<file path="src/rtl/bit_field_packer.sv">
// Purpose: packs variable-length bit fields LSB-first into OUT_WIDTH-bit words; flush pads and tags the last word.
// Latency: a word completed by the field accepted at edge k is presented after edge k+1 (if the output slot is free).
// Backpressure: out_data/out_last hold while out_valid && !out_ready; in_ready drops once a full word is buffered or a flush is pending.
module bit_field_packer #(
    parameter int   OUT_WIDTH   = 16,
    parameter int   FIELD_WIDTH = 11,
    parameter logic PAD_BIT     = 1'b0,
    localparam int  LEN_W       = $clog2(FIELD_WIDTH + 1),
    localparam int  FILL_W      = $clog2(OUT_WIDTH + FIELD_WIDTH + 1)
) (
    input  logic                   clk,
    input  logic                   rst,
    input  logic [FIELD_WIDTH-1:0] in_data,
    input  logic [LEN_W-1:0]       in_len,
    input  logic                   in_flush,
    input  logic                   in_valid,
    output logic                   in_ready,
    output logic [OUT_WIDTH-1:0]   out_data,
    output logic                   out_last,
    output logic                   out_valid,
    input  logic                   out_ready,
    output logic [FILL_W-1:0]      out_fill
);

    localparam int ACC_W = OUT_WIDTH + FIELD_WIDTH;

    // Accumulator state
    logic [ACC_W-1:0]     r_acc;
    logic [FILL_W-1:0]    r_fill;
    logic                 r_flush_pending;

    // One-deep output register
    logic [OUT_WIDTH-1:0] r_out_data;
    logic                 r_out_last;
    logic                 r_out_valid;

    logic [LEN_W-1:0]       w_len;
    logic [FIELD_WIDTH-1:0] w_field;
    logic [ACC_W-1:0]       w_field_shifted;
    logic [OUT_WIDTH-1:0]   w_emit_data;
    logic                   w_full;
    logic                   w_accept;
    logic                   w_slot_free;
    logic                   w_emit;
    logic                   w_emit_last;

    // Oversized lengths saturate at the widest legal field.
    assign w_len = (in_len > LEN_W'(FIELD_WIDTH)) ? LEN_W'(FIELD_WIDTH) : in_len;

    // Zero every field bit at or above the effective length so stray high bits never pollute later fields.
    always_comb begin
        w_field = '0;
        for (int i = 0; i < FIELD_WIDTH; i++) begin
            w_field[i] = in_data[i] & (LEN_W'(i) < w_len);
        end
    end

    assign w_field_shifted = ACC_W'(w_field) << r_fill;

    // in_ready looks only at registered state, so there is no in_valid/out_ready -> in_ready path.
    assign w_full      = (r_fill >= FILL_W'(OUT_WIDTH));
    assign in_ready    = !w_full && !r_flush_pending;
    assign w_accept    = in_valid && in_ready;
    assign w_slot_free = !r_out_valid || out_ready;
    assign w_emit      = w_slot_free && (w_full || (r_flush_pending && (r_fill != '0)));
    // A flush residue that fits in one word closes the stream; an overflowing one needs a second word.
    assign w_emit_last = r_flush_pending && (r_fill <= FILL_W'(OUT_WIDTH));

    // Build the outgoing word: unfilled positions of a partial word take the pad value.
    always_comb begin
        w_emit_data = '0;
        for (int i = 0; i < OUT_WIDTH; i++) begin
            w_emit_data[i] = (FILL_W'(i) < r_fill) ? r_acc[i] : PAD_BIT;
        end
    end

    // Accumulator: append accepted fields, drop a word's worth of bits on emit, retire empty flushes.
    always_ff @(posedge clk or posedge rst) begin
        if (rst) begin
            r_acc           <= '0;
            r_fill          <= '0;
            r_flush_pending <= 1'b0;
        end else if (w_accept) begin
            r_acc  <= r_acc | w_field_shifted;
            r_fill <= r_fill + FILL_W'(w_len);
            if (in_flush) begin
                r_flush_pending <= 1'b1;
            end
        end else if (w_emit) begin
            r_acc  <= r_acc >> OUT_WIDTH;
            r_fill <= w_full ? (r_fill - FILL_W'(OUT_WIDTH)) : '0;
            if (w_emit_last) begin
                r_flush_pending <= 1'b0;
            end
        end else if (r_flush_pending && (r_fill == '0)) begin
            r_flush_pending <= 1'b0;
        end
    end

    // Output register: load a new word whenever the slot frees up, otherwise go idle.
    always_ff @(posedge clk or posedge rst) begin
        if (rst) begin
            r_out_data  <= '0;
            r_out_last  <= 1'b0;
            r_out_valid <= 1'b0;
        end else if (w_slot_free) begin
            r_out_valid <= w_emit;
            if (w_emit) begin
                r_out_data <= w_emit_data;
                r_out_last <= w_emit_last;
            end
        end
    end

    assign out_data  = r_out_data;
    assign out_last  = r_out_last;
    assign out_valid = r_out_valid;
    assign out_fill  = r_fill;

endmodule

</file>
<file path="config.mk">
export PLATFORM = sky130hd
export DESIGN_NAME = bit_field_packer
export DESIGN_NICKNAME = d
export VERILOG_FILES = /design/src/rtl/bit_field_packer.sv
export SDC_FILE = /design/constraint.sdc
export NUM_CORES = 1
export LEC_CHECK = 0
export BUFFER_PORTS_ARGS = -buffer_cell sky130_fd_sc_hd__buf_2
export CAP_MARGIN = 20
export CORE_MARGIN = 8
export CORE_UTILIZATION = 60
export DETAILED_ROUTE_END_ITERATION = 7
export GPL_TIMING_DRIVEN = 0
export PLACE_DENSITY = 0.87
export SLEW_MARGIN = 20
export SYNTH_ARGS = -nofsm -noshare
export SYNTH_HDL_FRONTEND = slang
export SYNTH_SLANG_ARGS = --single-unit
export TNS_END_PERCENT = 5
</file>
<file path="constraint.sdc">
create_clock -name clk -period 4.2 [get_ports clk]
set_input_delay 0.21 -clock clk [delete_from_list [all_inputs] [get_ports clk]]
set_output_delay 0.21 -clock clk [all_outputs]
set_load 0.02 [all_outputs]
</file>
==> results of run 1 <==
-- synthesized netlist by cell type, drive strengths merged (2+ instances only) --
| master | number |
|---|---|
| a22o | 4 |
| dfrtp | 51 |
| buf | 13 |
| o2111ai | 4 |
| mux2 | 2 |
| o32ai | 2 |
| o311ai | 3 |
| a32o | 2 |
| o21a | 5 |
| clkbuf | 16 |
| o31a | 4 |
| a21oi | 11 |
| a311oi | 3 |
| a31oi | 9 |
| or2 | 4 |
| o2bb2ai | 3 |
| nor2 | 30 |
| xor2 | 2 |
| a22oi | 3 |
| and2 | 3 |
| a21o | 9 |
| mux2i | 3 |
| and3 | 2 |
| a211oi | 4 |
| o31ai | 3 |
| nand2b | 2 |
| nor2b | 3 |
| o211ai | 3 |
| a32oi | 2 |
| o221ai | 6 |
| o22ai | 5 |
| o21ai | 36 |
| nand2 | 57 |
| ha | 4 |
| inv | 10 |
| nand3 | 12 |
-- routing by layer --
metal	global-route usage, %	wire, um	vias to the layer above
met5	0	0	-
met4	13.4	354	0
li1	-	-	1401
met2	40.9	4340	193
met1	34.0	3990	1457
met3	4.53	814	31
-- cell families after synthesis --
| kind of cell | count (synthesis) | synth area share, % |
|---|---|---|
| AO/OA/AOI/OAI | 130 | 29.9 |
| AND/OR/NAND/NOR | 121 | 17.5 |
| flip-flops | 51 | 41.6 |
| buffers and inverters | 39 | 5.47 |
| multiplexers | 6 | 2.45 |
| adder cells (fa/ha/maj) | 6 | 2.61 |
| XOR/XNOR | 2 | 0.571 |
-- stage by stage --
stage | area (um2) | cells
global route | 3490 | 477
finish | 3490 | 477
floorplan | 3070 | 355
CTS | 3490 | 477
detailed placement | 3390 | 468
global placement | 3370 | 467
-- final timing paths --
check,start,to,cells after the start
max,out_fill[2]$_DFFE_PP0P_,out_data[11]$_DFFE_PP0P_,6
min reg2reg,out_data[0]$_DFFE_PP0P_,out_data[0]$_DFFE_PP0P_,2
max reg2reg,out_fill[2]$_DFFE_PP0P_,out_data[11]$_DFFE_PP0P_,6
min,in_flush,r_flush_pending$_DFFE_PP0P_,2
min in group asynchronous,rst,out_data[7]$_DFFE_PP0P_,3
max in group asynchronous,rst,r_acc[9]$_DFFE_PP0P_,4
-- power groups by stage --
stage / Combinational [mW] / Sequential, mW / Clock, mW
5_1_grt: 1.64 / 0.833 / 0.324
4_1_cts: 1.49 / 0.805 / 0.303
3_5_place_dp: 1.48 / 0.815 / 0
2_1_floorplan: 0.930 / 0.892 / 0
6_report: 1.51 / 0.808 / 0.306
3_3_place_gp: 1.45 / 0.806 / 0
-- flip-flops by register name, summed over array words and instances, names as in the netlist --
name and cells:
out_data 16, out_fill 5, r_acc 27, out_valid 1, r_flush_pending 1, out_last 1
-- placed cells by master, fill, tap and decap left out, types with 3 or more instances in the layout --
cell	synthesis	routed
o2111ai_1	4	4
dfrtp_1	51	51
o211ai_1	3	3
a21oi_1	11	11
buf_1	3	3
o21ai_1	17	17
a22oi_1	3	3
nand2_1	57	57
o21a_1	5	5
mux2i_1	3	3
nor2_1	30	30
a311oi_1	3	3
o31ai_1	3	3
buf_2	8	50
a31oi_1	9	9
ha_1	4	4
a22o_1	4	4
o2bb2ai_1	3	3
or2_2	3	3
clkbuf_1	16	16
o21ai_0	19	19
nor2b_1	3	3
nand3_1	12	12
inv_2	2	3
o31a_1	4	4
a21o_1	9	9
o22ai_1	5	5
a211oi_1	4	4
clkbuf_8	0	6
inv_1	8	7
o221ai_1	6	6
-- final cells by class --
cell class	instances	area (um2)	share of cell area [%]
Clock buffer	6	82.6	2.36
Tap cell	70	87.6	2.51
Inverter	10	37.5	1.07
Clock inverter	2	16.3	0.465
Sequential cell	51	1280	36.5
Timing Repair Buffer	44	240	6.87
Buffer	29	130	3.72
Multi-Input combinational cell	265	1620	46.5
==> out/summary.txt, run 1 <==
Final worst-path cycle share: 59.2%
Post-synth top flop: dfrtp_1
Crit path max-delay family: compound AO/OA/AOI/OAI gates
Layout area overhead: 13.9%
Vias per inst: 6.46
Pint: 1.31 mW
Buf/Inv on CP: 2
Maximum vdd drop: 0.425 mV
Synth Register Bits: 51
Hold Vio Cnt, Final: 0
Total congestion overflow: 0
Clock slew at reported path FFs: 90 ps
Setup WS post-layout: 1710 ps
Clock skew: 3.41 ps
Kind of critical path: reg -> reg
PortBufs: 42
Antenna cells: 0
Req. time, crit path: 4450 ps
Initial antenna violation count: 0
Die H: 87.5 um
Post-synth ARST share: 100%
Syn Nets: 380
Nets: 431
DR iter-0 viols: 373
Vias in the first global route: 3061
Pre-antenna DRT Iters: 8
Seq/Total Area, Yosys: 41.6%
Pre-CTS worst setup slack: 1810 ps
Startpoint Class: flop
Crit-path cells: buf_2 > o41ai_2 > a21oi_1 > clkbuf_1 > o2111ai_1 > nand2_1
First-pass GRT wire length: 15.5 mm
Comb power frac: 57.6%
Starting density of the core: 61.2%
Mean area per synthesized cell: 8.64 um2
# fillers: 454
Outcome: complete, no violations
Clock power share: 11.6%
Cell chosen for the clock root: clkbuf_8
Switching power share of the total: 50.1%
Slew headroom: 34.4%
Die X: 87.5 um
Max clock buf depth: 2
Cells after synthesis: 355
Synth Cell Area: 3070 um2
Clock sinks: 51
Gr usage total: 26.2%
Largest net degree at the start of global routing: 35
Total length of routed wires: 9.51 mm
Hold-fix buffers at CTS: 1
Max-cap check violation count: 0
Total CTS buffers: 5
Tmin final: 2490 ps
Final setup violation count: 0
F_max: 402 MHz
Number of flops mapped to enable cells by yosys: 0
WL per Instance: 19.9 um
CP max stage delay: 800 ps
Critical path arrival: 2740 ps
Tot Pwr: 2.63 mW
NetSw: 1.32 mW
CP max FO: 10
Rows: 26
Area share of the largest cell type after synthesis: 41.6%
Number of nets with antenna violations after routing: 0
Die area: 7660 um2
Placer Congestion: 0.942
Share of total power in sequential cells: 30.7%
Pwr Density: 752 nW/um2
Slew @ Worst Pin: 984 ps
Hold slack final: 116 ps
CTS tree: done
Yosys warns: 0
DP HPWL: 7.15 mm
CORE AREA: 5010 um2
Distinct cells, synth: 66
Remaining DRCs: 0
Setup_tns: 0 ps
HP Class: in -> reg
Leakage: 1.60 nW
Largest cells by area after synthesis: dfrtp_1, nand2_1, nor2_1
Final Slew Violations: 0
Post-CTS Setup Bufs: 0
DR vias: 3082
H-tree levels: 2
CTS resizes: 0
CP max stage cell: a21oi_1
R2R Setup Slk: 1710 ps
# IOs: 44
Unrepaired setup endpoints after global routing: no
CP endpoint kind: flop
Dominant cell type by area after synthesis: dfrtp_1
Post-route core utilization: 69.8%
Later-pin clock latency in the skew report: 310 ps
Layout cells sized above 1: 17.9%
(Power assumes the default switching activity.)
==> inputs of run 2 (changes only) <==
--- a/config.mk
+++ b/config.mk
@@ -8,10 +8,10 @@
 export BUFFER_PORTS_ARGS = -buffer_cell sky130_fd_sc_hd__buf_2
 export CAP_MARGIN = 20
 export CORE_MARGIN = 8
-export CORE_UTILIZATION = 60
+export CORE_UTILIZATION = 52
 export DETAILED_ROUTE_END_ITERATION = 7
 export GPL_TIMING_DRIVEN = 0
-export PLACE_DENSITY = 0.87
+export PLACE_DENSITY = 0.8
 export SLEW_MARGIN = 20
 export SYNTH_ARGS = -nofsm -noshare
 export SYNTH_HDL_FRONTEND = slang
==> constraint.sdc (replaced) <==
create_clock -name clk -period 2.2 [get_ports clk]
set_input_delay 0.11 -clock clk [delete_from_list [all_inputs] [get_ports clk]]
set_output_delay 0.11 -clock clk [all_outputs]
set_load 0.02 [all_outputs]
==> run 2 against run 1 <==
  * Sequential share of layout area shrank 0.38 points
  * Global-route usage fell by 4.5 points
  * Cell area increased by 1.1%
  * Fmax rose by 18%
  * Core utilization shrank 9.0 points
  * Clock skew grew 0.93 ps
  * Power rose by 92%
  * Combinational power increased by 92%
  * Final cell count rose by 1.0%
  * Flip-flop and latch count stayed put
==> out/summary.txt, run 2 (synthesis gave the netlist of run 1 again) <==
Outcome: complete, no violations
Placed cell area: 3390 um2 (+0.18%)
Pre-antenna DRT Iters: 6 (-2)
Cell chosen for the clock root: clkbuf_8
Startpoint Class: flop
Vias per inst: 6.39 (-1.1%)
Unrepaired setup endpoints after global routing: yes
Leading cell types in the layout, fill and taps excluded: nand2_1, dfrtp_1, buf_2
Total length of routed wires: 9.25 mm (-2.7%)
Total congestion overflow: 0 (unchanged)
Post-CTS Setup Bufs: 0 (unchanged)
Max clock buf depth: 2 (unchanged)
Vias in the first global route: 2989 (-2.4%)
Footprint of the multi-input gates: 1650 um2 (+1.3%)
Layout area overhead: 15.2%
PortBufs: 42 (unchanged)
CP max FO: 10 (unchanged)
Largest register FFs: 27 (unchanged)
Die H: 92.8 um (+6.1%)
CP max stage cell: dfrtp_1
CP endpoint kind: flop
Crit-path cells: buf_2 > o41ai_4 > a21o_1 > buf_2 > clkbuf_1 > nor2_1 > o22ai_1
# fillers: 519 (+14%)
Final setup violation count: 0 (unchanged)
DP HPWL: 6.90 mm (-3.5%)
Slew headroom: 56.4% (+22 points)
Pre-CTS worst setup slack: -154 ps (-1960 ps)
Maximum vdd drop: 0.653 mV (+54%)
CP dominant cell by count: buf_2
Pwr Density: 1430 nW/um2 (+90%)
CTS tree: done
Post-route core utilization: 60.8% (-9.0 points)
Die area: 8610 um2 (+12%)
H-tree levels: 2 (unchanged)
Hold Vio Cnt, Final: 0 (unchanged)
Tot Pwr: 5.05 mW (+92%)
Post-layout instance area: 3530 um2 (+1.1%)
Initial antenna violation count: 0 (unchanged)
Setup_tns: 0 ps (unchanged)
HP Class: in -> reg
Slew @ Worst Pin: 650 ps (-334 ps)
Clock skew: 4.34 ps (+0.934 ps)
Layout cells sized above 1: 19.9% (+2.0 points)
Gr usage total: 21.7% (-4.5 points)
Fin cells: 482 (+1.0%)
Largest Register: r_acc
DR vias: 3080 (-0.065%)
Commonest non-fill, non-tap cell in the layout: nand2_1
CORE AREA: 5820 um2 (+16%)
Clock sinks: 51 (unchanged)
Final worst-path cycle share: 95.6% (+36 points)
Antenna cells: 0 (unchanged)
Number of nets with antenna violations after routing: 0 (unchanged)
F_max: 476 MHz (+18%)
Setup WS post-layout: 97.6 ps (-1610 ps)
Placer Congestion: 0.982 (+4.1%)
Remaining DRCs: 0 (unchanged)
Total CTS buffers: 5 (unchanged)
Leakage: 1.62 nW (+1.3%)
WL per Instance: 19.2 um (-3.7%)
Later-pin clock latency in the skew report: 310 ps (about the same)
Tmin final: 2100 ps (-386 ps)
# IOs: 44 (unchanged)
Final Slew Violations: 0 (unchanged)
Hold slack final: 15.9 ps (-100 ps)
Die X: 92.8 um (+6.1%)
CP max stage delay: 410 ps (-390 ps)
Critical path arrival: 2330 ps (-410 ps)
Max-cap check violation count: 0 (unchanged)
Placed cells: 473 (+1.1%)
Req. time, crit path: 2430 ps (-2020 ps)
Starting density of the core: 52.8% (-8.5 points)
Largest net degree at the start of global routing: 30 (-14%)
Rows: 28 (+7.7%)
DR iter-0 viols: 403 (+8.0%)
Nets: 431 (unchanged)
Kind of critical path: reg -> reg
First-pass GRT wire length: 15.2 mm (-2.2%)
Sequential cell area: 1280 um2 (about the same)
Clock slew at reported path FFs: 100 ps (about the same)
-- run 2: path summary, 6_finish.rpt --
kind	startpoint	to	slack, ps	cells after the start
min	in_flush	r_flush_pending$_DFFE_PP0P_	20	2
max	out_fill[2]$_DFFE_PP0P_	r_acc[5]$_DFFE_PP0P_	100	7
min in group asynchronous	rst	out_data[7]$_DFFE_PP0P_	360	3
max reg2reg	out_fill[2]$_DFFE_PP0P_	r_acc[5]$_DFFE_PP0P_	100	7
max in group asynchronous	rst	out_fill[1]$_DFFE_PP0P_	1290	4
min reg2reg	out_data[11]$_DFFE_PP0P_	out_data[11]$_DFFE_PP0P_	470	2
-- run 2: area by class of cell --
class | count | share of cell area [%]
sequential | 51 | 36.1
inverter | 10 | 1.06
clock inverter | 2 | 0.460
timing repair buffer | 44 | 6.80
tap | 75 | 2.65
multi-input combinational | 265 | 46.5
buffer | 29 | 4.00
clock buffer | 6 | 2.34
-- run 2: report_power, final --
| part | total (mW) | internal [mW] | switching [mW] |
|---|---|---|---|
| sequential | 1.56 | 1.30 | 0.266 |
| clock | 0.586 | 0.257 | 0.329 |
| combinational | 2.90 | 0.980 | 1.92 |
| total | 5.05 | 2.53 | 2.52 |
-- run 2: worst max-delay path, delay by kind of cell (launching register included) --
kind / cells / cell delay, ps
buffers and inverters: 3 / 780
AND/OR/NAND/NOR: 1 / 80
flip-flops: 1 / 410
AO/OA/AOI/OAI: 3 / 740
-- run 2: per-layer routing --
metal / wire (um) / track usage (%) / vias to the layer above / share of wire [%]
li1: - / - / 1409 / -
met1: 3930 / 27.6 / 1453 / 42
met2: 4210 / 34.9 / 189 / 45
met3: 807 / 4.29 / 29 / 8.7
met4: 308 / 9.80 / 0 / 3.3
met5: 0 / 0 / - / 0
-- run 2: repair_timing --
item / in CTS / in global routing
hold buffers: 1 / 0
gates resized for setup: 2 / 13
endpoints found under the hold margin: 22 / 0
setup endpoints to repair: 10 / 28
==> inputs of run 3 (changes only) <==
--- a/config.mk
+++ b/config.mk
@@ -8,10 +8,10 @@
 export BUFFER_PORTS_ARGS = -buffer_cell sky130_fd_sc_hd__buf_2
 export CAP_MARGIN = 20
 export CORE_MARGIN = 8
-export CORE_UTILIZATION = 52
+export CORE_UTILIZATION = 57
 export DETAILED_ROUTE_END_ITERATION = 7
 export GPL_TIMING_DRIVEN = 0
-export PLACE_DENSITY = 0.8
+export PLACE_DENSITY = 0.83
 export SLEW_MARGIN = 20
 export SYNTH_ARGS = -nofsm -noshare
 export SYNTH_HDL_FRONTEND = slang
==> constraint.sdc (replaced) <==
create_clock -name clk -period 1.99 [get_ports clk]
set_input_delay 0.0995 -clock clk [delete_from_list [all_inputs] [get_ports clk]]
set_output_delay 0.0995 -clock clk [all_outputs]
set_load 0.02 [all_outputs]
==> run 3 against run 2 <==
  * Power increased by 15%
  * Global-route usage increased by 3.1 points
  * Fmax increased by 7.9%
  * Hold slack got worse by 8.2 ps
  * Routed wire length increased by 2.4%
  * Final cell count decreased by 0.83%
  * Critical endpoint is now r_acc[10]$_DFFE_PP0P_
==> out/summary.txt, run 3 (synthesis gave the netlist of run 1 again) <==
Clock sinks: 51 (unchanged)
GR Util met3: 4.96% (+0.68 points)
CP endpoint kind: flop
Rows: 26 (-7.1%)
Pre-antenna DRT Iters: 5 (-1)
Clock slew at reported path FFs: 90 ps (about the same)
Largest register FFs: 27 (unchanged)
Vias per inst: 6.44 (+0.80%)
Remaining DRCs: 0 (unchanged)
CTS tree: done
R2r worst-path depth: 5 (-2)
First-pass GRT wire length: 15.1 mm (-0.63%)
Commonest non-fill, non-tap cell in the layout: nand2_1
Leakage: 1.65 nW (+1.8%)
Die area: 7990 um2 (-7.3%)
Req. time, crit path: 2240 ps (-190 ps)
Total congestion overflow: 0 (unchanged)
Largest net degree at the start of global routing: 34 (+13%)
WL per Instance: 19.8 um (+3.2%)
F_max: 513 MHz (+7.9%)
Antenna cells: 0 (unchanged)
DR iter-0 viols: 257 (-36%)
Max-cap check violation count: 0 (unchanged)
Total CTS buffers: 5 (unchanged)
DP HPWL: 6.86 mm (-0.49%)
Nets: 433 (+0.46%)
Placer Congestion: 1.01 (+2.6%)
Hold path endpoint: r_flush_pending$_DFFE_PP0P_
Slew headroom: 56.2% (-0.24 points)
Worst hold path depth: 2 (unchanged)
Tmin final: 1950 ps (-154 ps)
Later-pin clock latency in the skew report: 310 ps (about the same)
Met2 usage: 39.1% (+4.2 points)
DR vias: 3079 (-0.032%)
Total length of routed wires: 9.47 mm (+2.4%)
CORE AREA: 5140 um2 (-12%)
Initial antenna violation count: 0 (unchanged)
Starting density of the core: 59.7% (+6.9 points)
Startpoint Class: flop
Hold Path Origin: in_flush
Final setup violation count: 0 (unchanged)
Reg2reg end: r_acc[10]$_DFFE_PP0P_
Clock skew: 5.97 ps (+1.63 ps)
Unrepaired setup endpoints after global routing: yes
Hold Vio Cnt, Final: 0 (unchanged)
Number of nets with antenna violations after routing: 0 (unchanged)
Max clock buf depth: 2 (unchanged)
Layout area overhead: 17.0%
Final Slew Violations: 0 (unchanged)
Setup_tns: 0 ps (unchanged)
CP max FO: 9 (-1)
Grt met1 use: 32.0% (+4.5 points)
HP Class: in -> reg
Hold slack final: 7.70 ps (-8.17 ps)
Outcome: complete, no violations
Cell chosen for the clock root: clkbuf_8
Die H: 89.4 um (-3.7%)
Leading cell types in the layout, fill and taps excluded: nand2_1, dfrtp_1, buf_2
Gr usage total: 24.8% (+3.1 points)
R2r startpoint: out_fill[1]$_DFFE_PP0P_
Layout cells sized above 1: 21.8% (+1.9 points)
Pre-CTS worst setup slack: -362 ps (-208 ps)
Gr busiest metal: met2
Critical path arrival: 2200 ps (-130 ps)
Setup WS post-layout: 41.7 ps (-55.9 ps)
H-tree levels: 2 (unchanged)
Pwr Density: 1610 nW/um2 (+13%)
R2R Setup Slk: 40 ps (-60 ps)
Maximum vdd drop: 0.791 mV (+21%)
Vias in the first global route: 2988 (-0.033%)
PortBufs: 42 (unchanged)
Kind of critical path: reg -> reg
# IOs: 44 (unchanged)
Die X: 89.4 um (-3.7%)
Final worst-path cycle share: 97.9% (+2.3 points)
Largest Register: r_acc
Slew @ Worst Pin: 654 ps (+3.58 ps)
[run 3: timing repair]
item	4_1_cts	5_1_grt
endpoints found under the hold margin	18	0
gates resized for setup	12	17
pin swaps	1	2
hold buffers	1	0
setup buffers	0	2
setup endpoints to repair	36	33
[run 3: power by group]
group | leakage (nW) | switching (mW) | internal (mW)
clock network | 0.0502 | 0.349 | 0.368
logic | 0.947 | 2.20 | 1.16
registers | 0.657 | 0.288 | 1.43
total | 1.65 | 2.83 | 2.96
[run 3: worst max path at each step]
stage / from / endpoint / slack, ps / depth (start not counted)
after floorplan: out_fill[2]$_DFFE_PP0P_ / r_acc[8]$_DFFE_PP0P_ / 80 / 7
after global placement: out_fill[2]$_DFFE_PP0P_ / out_data[11]$_DFFE_PP0P_ / -310 / 6
after detailed placement: out_fill[1]$_DFFE_PP0P_ / out_data[8]$_DFFE_PP0P_ / -360 / 5
after CTS: out_fill[0]$_DFFE_PP0P_ / r_acc[8]$_DFFE_PP0P_ / 30 / 6
after global routing: out_fill[2]$_DFFE_PP0P_ / r_acc[8]$_DFFE_PP0P_ / -30 / 7
final: out_fill[1]$_DFFE_PP0P_ / r_acc[10]$_DFFE_PP0P_ / 40 / 5
[run 3: through the flow]
step	util [%]	instances	total power [mW]	instance area, um2
floorplan	-	355	3.85	3070
global placement	65.5	467	4.74	3370
detailed placement	65.9	468	4.82	3390
CTS	68.7	476	5.60	3530
global route	69.8	478	6.16	3590
finish	69.8	478	5.80	3590
[run 3: worst max-delay path: stages, from the launching register on]
cell	delay, ps
dfrtp_2	510
nor2b_1	160
a211oi_1	560
a21oi_1	180
a221oi_1	310
o31a_1	150
[run 3: area by class of cell]
type,instances,area [um2]
buffer,29,160
clock buffer,5,68.8
clock inverter,2,37.5
fill,441,1550
inverter,10,37.5
multi-input combinational,265,1660
sequential,51,1280
tap,70,87.6
timing repair buffer,46,255
[run 3: layer usage]
layer	wire length, um	vias up
met5	0	-
met4	334	0
met1	4020	1450
li1	-	1414
met2	4270	182
met3	846	33
